--- src/rtl/pipelined_alu_adder_if.sv ---
// Operand/result handshake bundle for pipelined_alu_adder.
// master drives operands and consumes results; slave is the adder.
interface pipelined_alu_adder_if #(
  parameter int WIDTH = 32
);
  logic             in_valid;
  logic             in_ready;
  logic [WIDTH-1:0] a;
  logic [WIDTH-1:0] b;
  logic             cin;
  logic [1:0]       op;
  logic             out_valid;
  logic             out_ready;
  logic [WIDTH-1:0] result;
  logic [3:0]       flags;

  modport master (
    output in_valid, a, b, cin, op, out_ready,
    input  in_ready, out_valid, result, flags
  );

  modport slave (
    input  in_valid, a, b, cin, op, out_ready,
    output in_ready, out_valid, result, flags
  );
endinterface

--- src/rtl/pipelined_alu_adder.sv ---
// Chunked carry-pipelined adder/subtractor with NZCV flags.
// One register stage per CHUNK bits; a single advance stalls all stages.
module pipelined_alu_adder #(
  parameter int WIDTH = 32,
  parameter int CHUNK = 8
) (
  input  logic                 clk,
  input  logic                 rst,
  pipelined_alu_adder_if.slave bus
);
  localparam int STAGES = WIDTH / CHUNK;

  logic             adv;
  logic [WIDTH-1:0] b_eff;
  logic             c0;
  logic             vf_next;

  logic [WIDTH-1:0] opa  [STAGES];
  logic [WIDTH-1:0] opb  [STAGES];
  logic [WIDTH-1:0] part [STAGES];
  logic [WIDTH-1:0] nxt  [STAGES];
  logic [CHUNK:0]   sum  [STAGES];
  logic             cy   [STAGES];
  logic             zi   [STAGES];
  logic             vi   [STAGES];

  logic [WIDTH-1:0] a_q [STAGES];
  logic [WIDTH-1:0] b_q [STAGES];
  logic [WIDTH-1:0] s_q [STAGES];
  logic             c_q [STAGES];
  logic             z_q [STAGES];
  logic             v_q [STAGES];
  logic             vf_q;

  assign adv   = !v_q[STAGES-1] || bus.out_ready;
  assign b_eff = bus.op[1] ? ~bus.b : bus.b;
  // ADD:0, ADC:cin, SUB:1, SBC:cin
  assign c0    = bus.op[0] ? bus.cin : bus.op[1];

  always_comb begin
    opa[0]  = bus.a;
    opb[0]  = b_eff;
    part[0] = '0;
    cy[0]   = c0;
    zi[0]   = 1'b1;
    vi[0]   = bus.in_valid;
    for (int k = 1; k < STAGES; k++) begin
      opa[k]  = a_q[k-1];
      opb[k]  = b_q[k-1];
      part[k] = s_q[k-1];
      cy[k]   = c_q[k-1];
      zi[k]   = z_q[k-1];
      vi[k]   = v_q[k-1];
    end
    for (int k = 0; k < STAGES; k++) begin
      sum[k] = {1'b0, opa[k][k*CHUNK +: CHUNK]}
             + {1'b0, opb[k][k*CHUNK +: CHUNK]}
             + {{CHUNK{1'b0}}, cy[k]};
      nxt[k] = part[k];
      nxt[k][k*CHUNK +: CHUNK] = sum[k][CHUNK-1:0];
    end
    // a^b^sum at the MSB recovers the carry into it
    vf_next = sum[STAGES-1][CHUNK]
            ^ opa[STAGES-1][WIDTH-1]
            ^ opb[STAGES-1][WIDTH-1]
            ^ nxt[STAGES-1][WIDTH-1];
  end

  always_ff @(posedge clk) begin
    if (rst) begin
      for (int k = 0; k < STAGES; k++) begin
        a_q[k] <= '0;
        b_q[k] <= '0;
        s_q[k] <= '0;
        c_q[k] <= 1'b0;
        z_q[k] <= 1'b0;
        v_q[k] <= 1'b0;
      end
      vf_q <= 1'b0;
    end else if (adv) begin
      for (int k = 0; k < STAGES; k++) begin
        a_q[k] <= opa[k];
        b_q[k] <= opb[k];
        s_q[k] <= nxt[k];
        c_q[k] <= sum[k][CHUNK];
        z_q[k] <= zi[k] & (sum[k][CHUNK-1:0] == '0);
        v_q[k] <= vi[k];
      end
      vf_q <= vf_next;
    end
  end

  assign bus.in_ready  = adv;
  assign bus.out_valid = v_q[STAGES-1];
  assign bus.result    = s_q[STAGES-1];
  assign bus.flags     = {s_q[STAGES-1][WIDTH-1],
                          z_q[STAGES-1],
                          c_q[STAGES-1],
                          vf_q};
endmodule

--- src/flat_wrapper.sv ---
// flat-port wrapper written by rule: the top's interface ports become plain ports
module pipelined_alu_adder_flat 
#(
  parameter int WIDTH = 32,
  parameter int CHUNK = 8
)
  (clk, rst, bus_in_valid, bus_a, bus_b, bus_cin, bus_op, bus_out_ready, bus_in_ready, bus_out_valid, bus_result, bus_flags);
  pipelined_alu_adder_if #(.WIDTH(WIDTH)) bus_i ();
  input  logic clk;
  input  logic rst;
  input wire logic [$bits(bus_i.in_valid)-1:0] bus_in_valid;
  input wire logic [$bits(bus_i.a)-1:0] bus_a;
  input wire logic [$bits(bus_i.b)-1:0] bus_b;
  input wire logic [$bits(bus_i.cin)-1:0] bus_cin;
  input wire logic [$bits(bus_i.op)-1:0] bus_op;
  input wire logic [$bits(bus_i.out_ready)-1:0] bus_out_ready;
  output wire logic [$bits(bus_i.in_ready)-1:0] bus_in_ready;
  output wire logic [$bits(bus_i.out_valid)-1:0] bus_out_valid;
  output wire logic [$bits(bus_i.result)-1:0] bus_result;
  output wire logic [$bits(bus_i.flags)-1:0] bus_flags;
  assign bus_i.in_valid = bus_in_valid;
  assign bus_i.a = bus_a;
  assign bus_i.b = bus_b;
  assign bus_i.cin = bus_cin;
  assign bus_i.op = bus_op;
  assign bus_i.out_ready = bus_out_ready;
  assign bus_in_ready = bus_i.in_ready;
  assign bus_out_valid = bus_i.out_valid;
  assign bus_result = bus_i.result;
  assign bus_flags = bus_i.flags;
  pipelined_alu_adder #(.WIDTH(WIDTH), .CHUNK(CHUNK)) u_core (.clk(clk), .rst(rst), .bus(bus_i));
endmodule
--- config.mk ---
export PLATFORM = sky130hd
export DESIGN_NAME = pipelined_alu_adder_flat
export DESIGN_NICKNAME = d
export VERILOG_FILES = /design/src/rtl/pipelined_alu_adder_if.sv /design/src/rtl/pipelined_alu_adder.sv /design/src/flat_wrapper.sv
export SDC_FILE = /design/constraint.sdc
export NUM_CORES = 1
export LEC_CHECK = 0
export CAP_MARGIN = 10
export CORE_UTILIZATION = 50
export CTS_BUF_LIST = sky130_fd_sc_hd__clkbuf_16
export DETAILED_ROUTE_END_ITERATION = 8
export DONT_BUFFER_PORTS = 1
export PLACE_DENSITY = 0.63
export SYNTH_ARGS = -nofsm -noshare
export SYNTH_HDL_FRONTEND = slang
export SYNTH_SLANG_ARGS = --single-unit
--- constraint.sdc ---
create_clock -name clk -period 4.8 [get_ports clk]
set_input_delay 0.72 -clock clk [delete_from_list [all_inputs] [get_ports clk]]
set_output_delay 0.72 -clock clk [all_outputs]
set_load 0.02 [all_outputs]
==> results.py, run 1 <==
metrics = {
    "routing": {
        "antenna_left": 0,
        "vias_per_cell": 5.11,
        "drtPass1Iterations": 6,
        "wl_um": 12700,
        "route.detailed.drc": 0,
        "routedWlPerCell_um": 14.9,
        "vias": 4357,
        "initialDrtViolationCount": 273,
    },
    "cts": {
        "cts_setup_buffers": 0,
        "h-tree-depth": 4,
        "clk_path_buf_depth": 2,
        "cts_hold_buf": 0,
        "cts_tree": "yes",
        "cts_resized": 0,
        "cts-root-buf": "clkbuf_16",
        "clkSinkCount": 189,
        "path_clk_slew_ps": 70,
        "clk-insertion-delay-late_ps": 420,
        "cts_buffers": 17,
    },
    "synth": {
        "avgSynthCellArea_sq_um": 13.7,
        "synth_cell_type_count": 44,
        "ys_warn_count": 0,
        "synth_area_leaders": "edfxtp_1, and2_1, ha_1",
        "ys_ff_latch": 189,
        "syn-instance-count": 623,
        "syn-cell-area_sq_um": 8560,
        "post_synth_most_frequent_cells": "edfxtp_1, and2_1, nor2_1",
        "ys_seq_area_share_pct": 66.2,
        "synth_most_common_cell": "edfxtp_1",
        "synthArstFlopShare_pct": 0,
        "synth-main-ff-cell": "edfxtp_1",
        "synth_nets": 730,
        "synth-edff-count": 188,
        "yosysTopAreaCellShare_pct": 65.9,
        "synth_top_area_cell": "edfxtp_1",
    },
    "min_path": {
        "min_path_cells": 1,
        "hold_class": "in2reg",
    },
    "worst_setup_path": {
        "crit_required_ps": 5150,
        "max_stage_delay_ps": 490,
        "crit_chain": "fa_1 > inv_1 > fa_1 > nand2b_1 > a21oi_1 > a41o_1 > a21oi_1 > xnor3_1 > a211oi_2",
        "crit_arrival_ps": 2950,
        "worst-path-buf-inv": 1,
        "cp_num_cells": 9,
        "critPathSlowestCell": "fa_1",
        "worst-setup-path-type": "reg2reg",
        "path_delay_family": "compound AO/OA/AOI/OAI gates",
        "cp_max_fo": 3,
        "cp-end-kind": "register",
        "cp-start-kind": "register",
        "r2r_cells": 9,
    },
    "floorplan": {
        "initial_core_util_pct": 51.5,
        "fp.dieW_um": 133,
        "ios": 109,
        "rows": 47,
        "die-area_sq_um": 17700,
        "coreArea_sq_um": 16600,
        "die-height_um": 133,
    },
    "global_route": {
        "grtUsageMet3_pct": 3.98,
        "grt_pass1_vias": 4155,
        "grt_overflow": 0,
        "use_met1_pct": 19.1,
        "grt.busiest_layer": "met2",
        "antenna_found_initial": 0,
        "grt_max_degree": 63,
        "grtUsageMet2_pct": 25.5,
        "grt_use_total_pct": 15.4,
        "grt_pass1_wl_um": 20700,
    },
    "placed_design": {
        "hpwl_um": 8420,
        "place_inst": 821,
        "place_ws_ps": 2060,
        "globalplace.congestion": 0.791,
        "io_buffer_count": 0,
    },
    "sta": {
        "relSlewSlack_pct": 33.4,
        "setup_violations": 0,
        "slew_violations": 0,
        "fin_crit_sh_pct": 54.2,
        "fmax_mhz": 384,
        "finalSetupTns_ps": 0,
        "fin_ws_ps": 2200,
        "grt_setup_unrepaired": "no",
        "fin_crit_ps": 2600,
        "hold_viol_final": 0,
        "worst_pin_slew_ps": 996,
        "skew_ps": 3.88,
    },
    "cells_and_area": {
        "fillers": 1335,
        "diodes": 0,
        "fin_nets": 727,
        "layout-drive-gt1-share_pct": 7.11,
        "fin_util_pct": 56.4,
        "syn2layout_area_growth_pct": 9.66,
        "layout.cells.non_filler": 853,
    },
    "status": {
        "status": "finished, final reports clean",
    },
    "job": {
        "cap_violations": 0,
    },
    "power_and_ir_drop": {
        "total_leakage_power_nw": 3.83,
        "power_density_nw_per_um2": 392,
        "peakVddDrop_uv": 248,
    },
}
-- worst paths after layout --
check	from	end	slack (ps)
worst max-delay path	u_core.a_q[0][88]	u_core.vf_q	2200
worst min register to register	u_core.b_q[0][62]	u_core.b_q[0][94]	520
worst max register to register	u_core.a_q[0][88]	u_core.vf_q	2200
worst min-delay path	rst	u_core.vf_q	350
-- report_power, final --
part / internal (mW) / total, mW / switching [mW] / leakage, nW
logic: 0.138 / 0.295 / 0.158 / 1.30
clock network: 0.778 / 1.39 / 0.610 / 0.290
registers: 1.95 / 2.00 / 0.0566 / 2.24
total: 2.86 / 3.69 / 0.824 / 3.83
-- logic make-up after synthesis --
kind of cell	synth area share [%]
AO/OA/AOI/OAI	4.40
XOR/XNOR	5.48
adder cells (fa/ha/maj)	5.96
buffers and inverters	2.19
flip-flops	66.2
multiplexers	0.117
AND/OR/NAND/NOR	15.7
-- layer usage --
| metal | wire, um | part of all wire (%) | up-vias |
|---|---|---|---|
| li1 | - | - | 2174 |
| met1 | 5590 | 44 | 2063 |
| met2 | 6300 | 50 | 98 |
| met3 | 535 | 4.2 | 22 |
| met4 | 265 | 2.1 | 0 |
| met5 | 0 | 0 | - |
-- stage by stage --
| step | hold slack [ps] | instance area (sq um) | total power [mW] |
|---|---|---|---|
| after global placement | 498 | 8800 | 2.32 |
| after detailed placement | 501 | 8800 | 2.34 |
| after floorplan | 497 | 8560 | 2.27 |
| after global routing | 328 | 9390 | 3.84 |
| final | 353 | 9390 | 3.69 |
| after CTS | 334 | 9390 | 3.72 |
-- cell type report --
type,count,area [sq um],area share [%]
sequential,189,5670,60.3
inverter,18,67.6,0.720
tap,220,275,2.93
clock inverter,15,164,1.75
multi-input combinational,388,2720,29.0
clock buffer,17,425,4.53
timing repair buffer,6,70.1,0.746
-- cells in the final DEF (no fill, tap or decap), drive strengths merged, types with 4 or more instances in the layout --
| cell | n |
|---|---|
| clkbuf | 17 |
| nor2b | 4 |
| nand2 | 6 |
| and2 | 138 |
| nand3 | 5 |
| o21ai | 13 |
| fa | 8 |
| a211oi | 6 |
| xor2 | 19 |
| edfxtp | 188 |
| buf | 6 |
| nand2b | 7 |
| xnor2 | 32 |
| nor4 | 6 |
| a21o | 5 |
| nor3 | 6 |
| clkinv | 8 |
| inv | 22 |
| ha | 28 |
| nor2 | 60 |
| o21a | 4 |
| a21oi | 20 |
-- state kept, by name (all words and copies together) (netlist names) --
name	cells
u_core.c_q	4
u_core.s_q	80
u_core.a_q	48
u_core.z_q	4
u_core.v_q	4
u_core.vf_q	1
u_core.b_q	48
(Power assumes the default switching activity.)
==> run 2: changes to the inputs <==
- clock period: 4.8 -> 2.4 ns (I/O delays scaled with it)
==> run 2 against run 1 <==
  * Clock power grew 87%
  * Largest power group unchanged
  * Global-route usage is essentially flat
  * Critical endpoint is now u_core.z_q[0][1]
  * Largest cell class unchanged
  * Register-to-register slack got worse by 2100 ps
  * First-iteration DRC count is 20% lower
  * Sequential share of layout area down 1.0 points
  * Critical path type unchanged
  * Critical path depth shrank 2
  * Die area is the same
==> results.py, run 2 (synthesis results as in run 1) <==
metrics = {
    "placed_design": {
        "hpwl_um": 8440,
        "io_buffer_count": 0,
        "globalplace.congestion": 0.835,
        "place_inst": 826,
        "place_ws_ps": -154,
    },
    "global_route": {
        "grtUsageMet2_pct": 24.8,
        "grt_overflow": 0,
        "grt_pass1_vias": 4315,
        "grt.busiest_layer": "met2",
        "grtUsageMet3_pct": 4.06,
        "grt_pass1_wl_um": 20900,
        "grt_max_degree": 95,
        "grt_use_total_pct": 15.4,
        "use_met1_pct": 19.4,
        "antenna_found_initial": 0,
    },
    "cts": {
        "clkSinkCount": 189,
        "cts_tree": "yes",
        "cts_buffers": 17,
        "clk_path_buf_depth": 2,
        "h-tree-depth": 4,
        "clk-insertion-delay-late_ps": 420,
        "cts-root-buf": "clkbuf_16",
        "path_clk_slew_ps": 70,
    },
    "sta": {
        "fin_crit_sh_pct": 97.0,
        "relSlewSlack_pct": 67.3,
        "fmax_mhz": 430,
        "slew_violations": 0,
        "hold_viol_final": 0,
        "worst_pin_slew_ps": 491,
        "fin_crit_ps": 2330,
        "skew_ps": 7.62,
        "fin_ws_ps": 73.2,
        "finalSetupTns_ps": 0,
        "setup_violations": 0,
    },
    "worst_setup_path": {
        "crit_required_ps": 2630,
        "r2r_slack_ps": 70,
        "crit_arrival_ps": 2560,
        "cp-end-kind": "register",
        "cp-start-kind": "register",
        "worst-setup-path-type": "reg2reg",
        "cp_max_fo": 3,
    },
    "floorplan": {
        "ios": 109,
        "die-height_um": 133,
        "rows": 47,
        "coreArea_sq_um": 16600,
        "die-area_sq_um": 17700,
        "fp.dieW_um": 133,
        "initial_core_util_pct": 51.5,
    },
    "power_and_ir_drop": {
        "finalPower_mw": 7.24,
        "peakVddDrop_uv": 510,
        "total_leakage_power_nw": 3.88,
        "power_density_nw_per_um2": 758,
    },
    "routing": {
        "route.detailed.drc": 0,
        "wl_um": 12800,
        "vias": 4375,
        "drtPass1Iterations": 7,
        "antenna_left": 0,
        "vias_per_cell": 5.06,
        "initialDrtViolationCount": 218,
        "routedWlPerCell_um": 14.8,
    },
    "cells_and_area": {
        "fin_nets": 738,
        "layout-drive-gt1-share_pct": 11.2,
        "largest_reg_flops": 80,
        "layout.cells.non_filler": 864,
        "syn2layout_area_growth_pct": 11.5,
        "largest_register": "u_core.s_q",
        "final_common_cell": "edfxtp_1",
        "diodes": 0,
        "reg.largest.list": "u_core.s_q: 80 flops, u_core.a_q: 48 flops, u_core.b_q: 48 flops",
        "fillers": 1316,
        "final_cell_mix": "edfxtp_1, and2_1, nor2_1, xnor2_1, ha_1",
    },
    "job": {
        "cap_violations": 0,
    },
    "min_path": {
        "hold_class": "in2reg",
    },
    "status": {
        "status": "finished, final reports clean",
    },
}
-- run 2: changes by cell type in the layout (fill, tap and decap cells not counted), moves of 3 or more --
cell and delta:
nor4_2 +3, fa_1 -6, nor4_1 -3, clkinvlp_4 +3, buf_4 +8, inv_1 +3
a21oi_1 -4, a21oi_2 +4, inv_8 -3, fa_2 +6
-- run 2: power by group --
group	switching, mW	internal, mW	leakage, nW
clock	1.18	1.42	0.268
combinational	0.332	0.297	1.38
sequential	0.112	3.89	2.24
-- run 2: what timing repair did --
| item | in CTS | in global routing |
|---|---|---|
| endpoints found under the hold margin | 1 | 0 |
| pin swaps | 3 | 13 |
| resized for setup | 4 | 14 |
| hold buffers | 1 | 0 |
| endpoints found under the setup margin | 2 | 7 |
| buffers inserted | 0 | 5 |
-- run 2: through the flow --
stage | hold WS (ps) | utilization (%) | cell area (sq um)
after detailed placement | 430 | 53.3 | 8880
final | 131 | 57.4 | 9550
after floorplan | 425 | - | 8600
after CTS | 114 | 56.8 | 9450
after global routing | 110 | 57.4 | 9550
after global placement | 427 | 53.3 | 8880
-- run 2: final timing paths --
kind                          start                end  cells after the start
setup / recovery   u_core.b_q[0][8]   u_core.z_q[0][1]                      7
hold / removal            bus_a[10]  u_core.a_q[0][10]                      1
setup reg to reg   u_core.b_q[0][8]   u_core.z_q[0][1]                      7
hold reg to reg   u_core.s_q[0][39]  u_core.s_q[0][71]                      1
-- run 2: worst max-delay path, cell delays in order, from the launching register on --
cell and delay (ps):
edfxtp_1 410, fa_2 400, buf_4 150, a211oi_1 250
nor2_1 90, o21a_1 210, a211o_1 310, nor4_2 320
-- run 2: final cells by class --
cell class / count / area (sq um) / share of cell area, %
Sequential cell: 189 / 5670 / 59.3
Timing Repair Buffer: 17 / 171 / 1.79
Multi-Input combinational cell: 388 / 2820 / 29.5
Clock buffer: 17 / 425 / 4.45
Clock inverter: 15 / 124 / 1.30
Inverter: 18 / 67.6 / 0.707
Tap cell: 220 / 275 / 2.88
-- run 2: routing by layer --
layer	wire [um]	part of all wire, %
met5	0	0
met4	267	2.1
met3	480	3.8
met2	6300	49
met1	5720	45
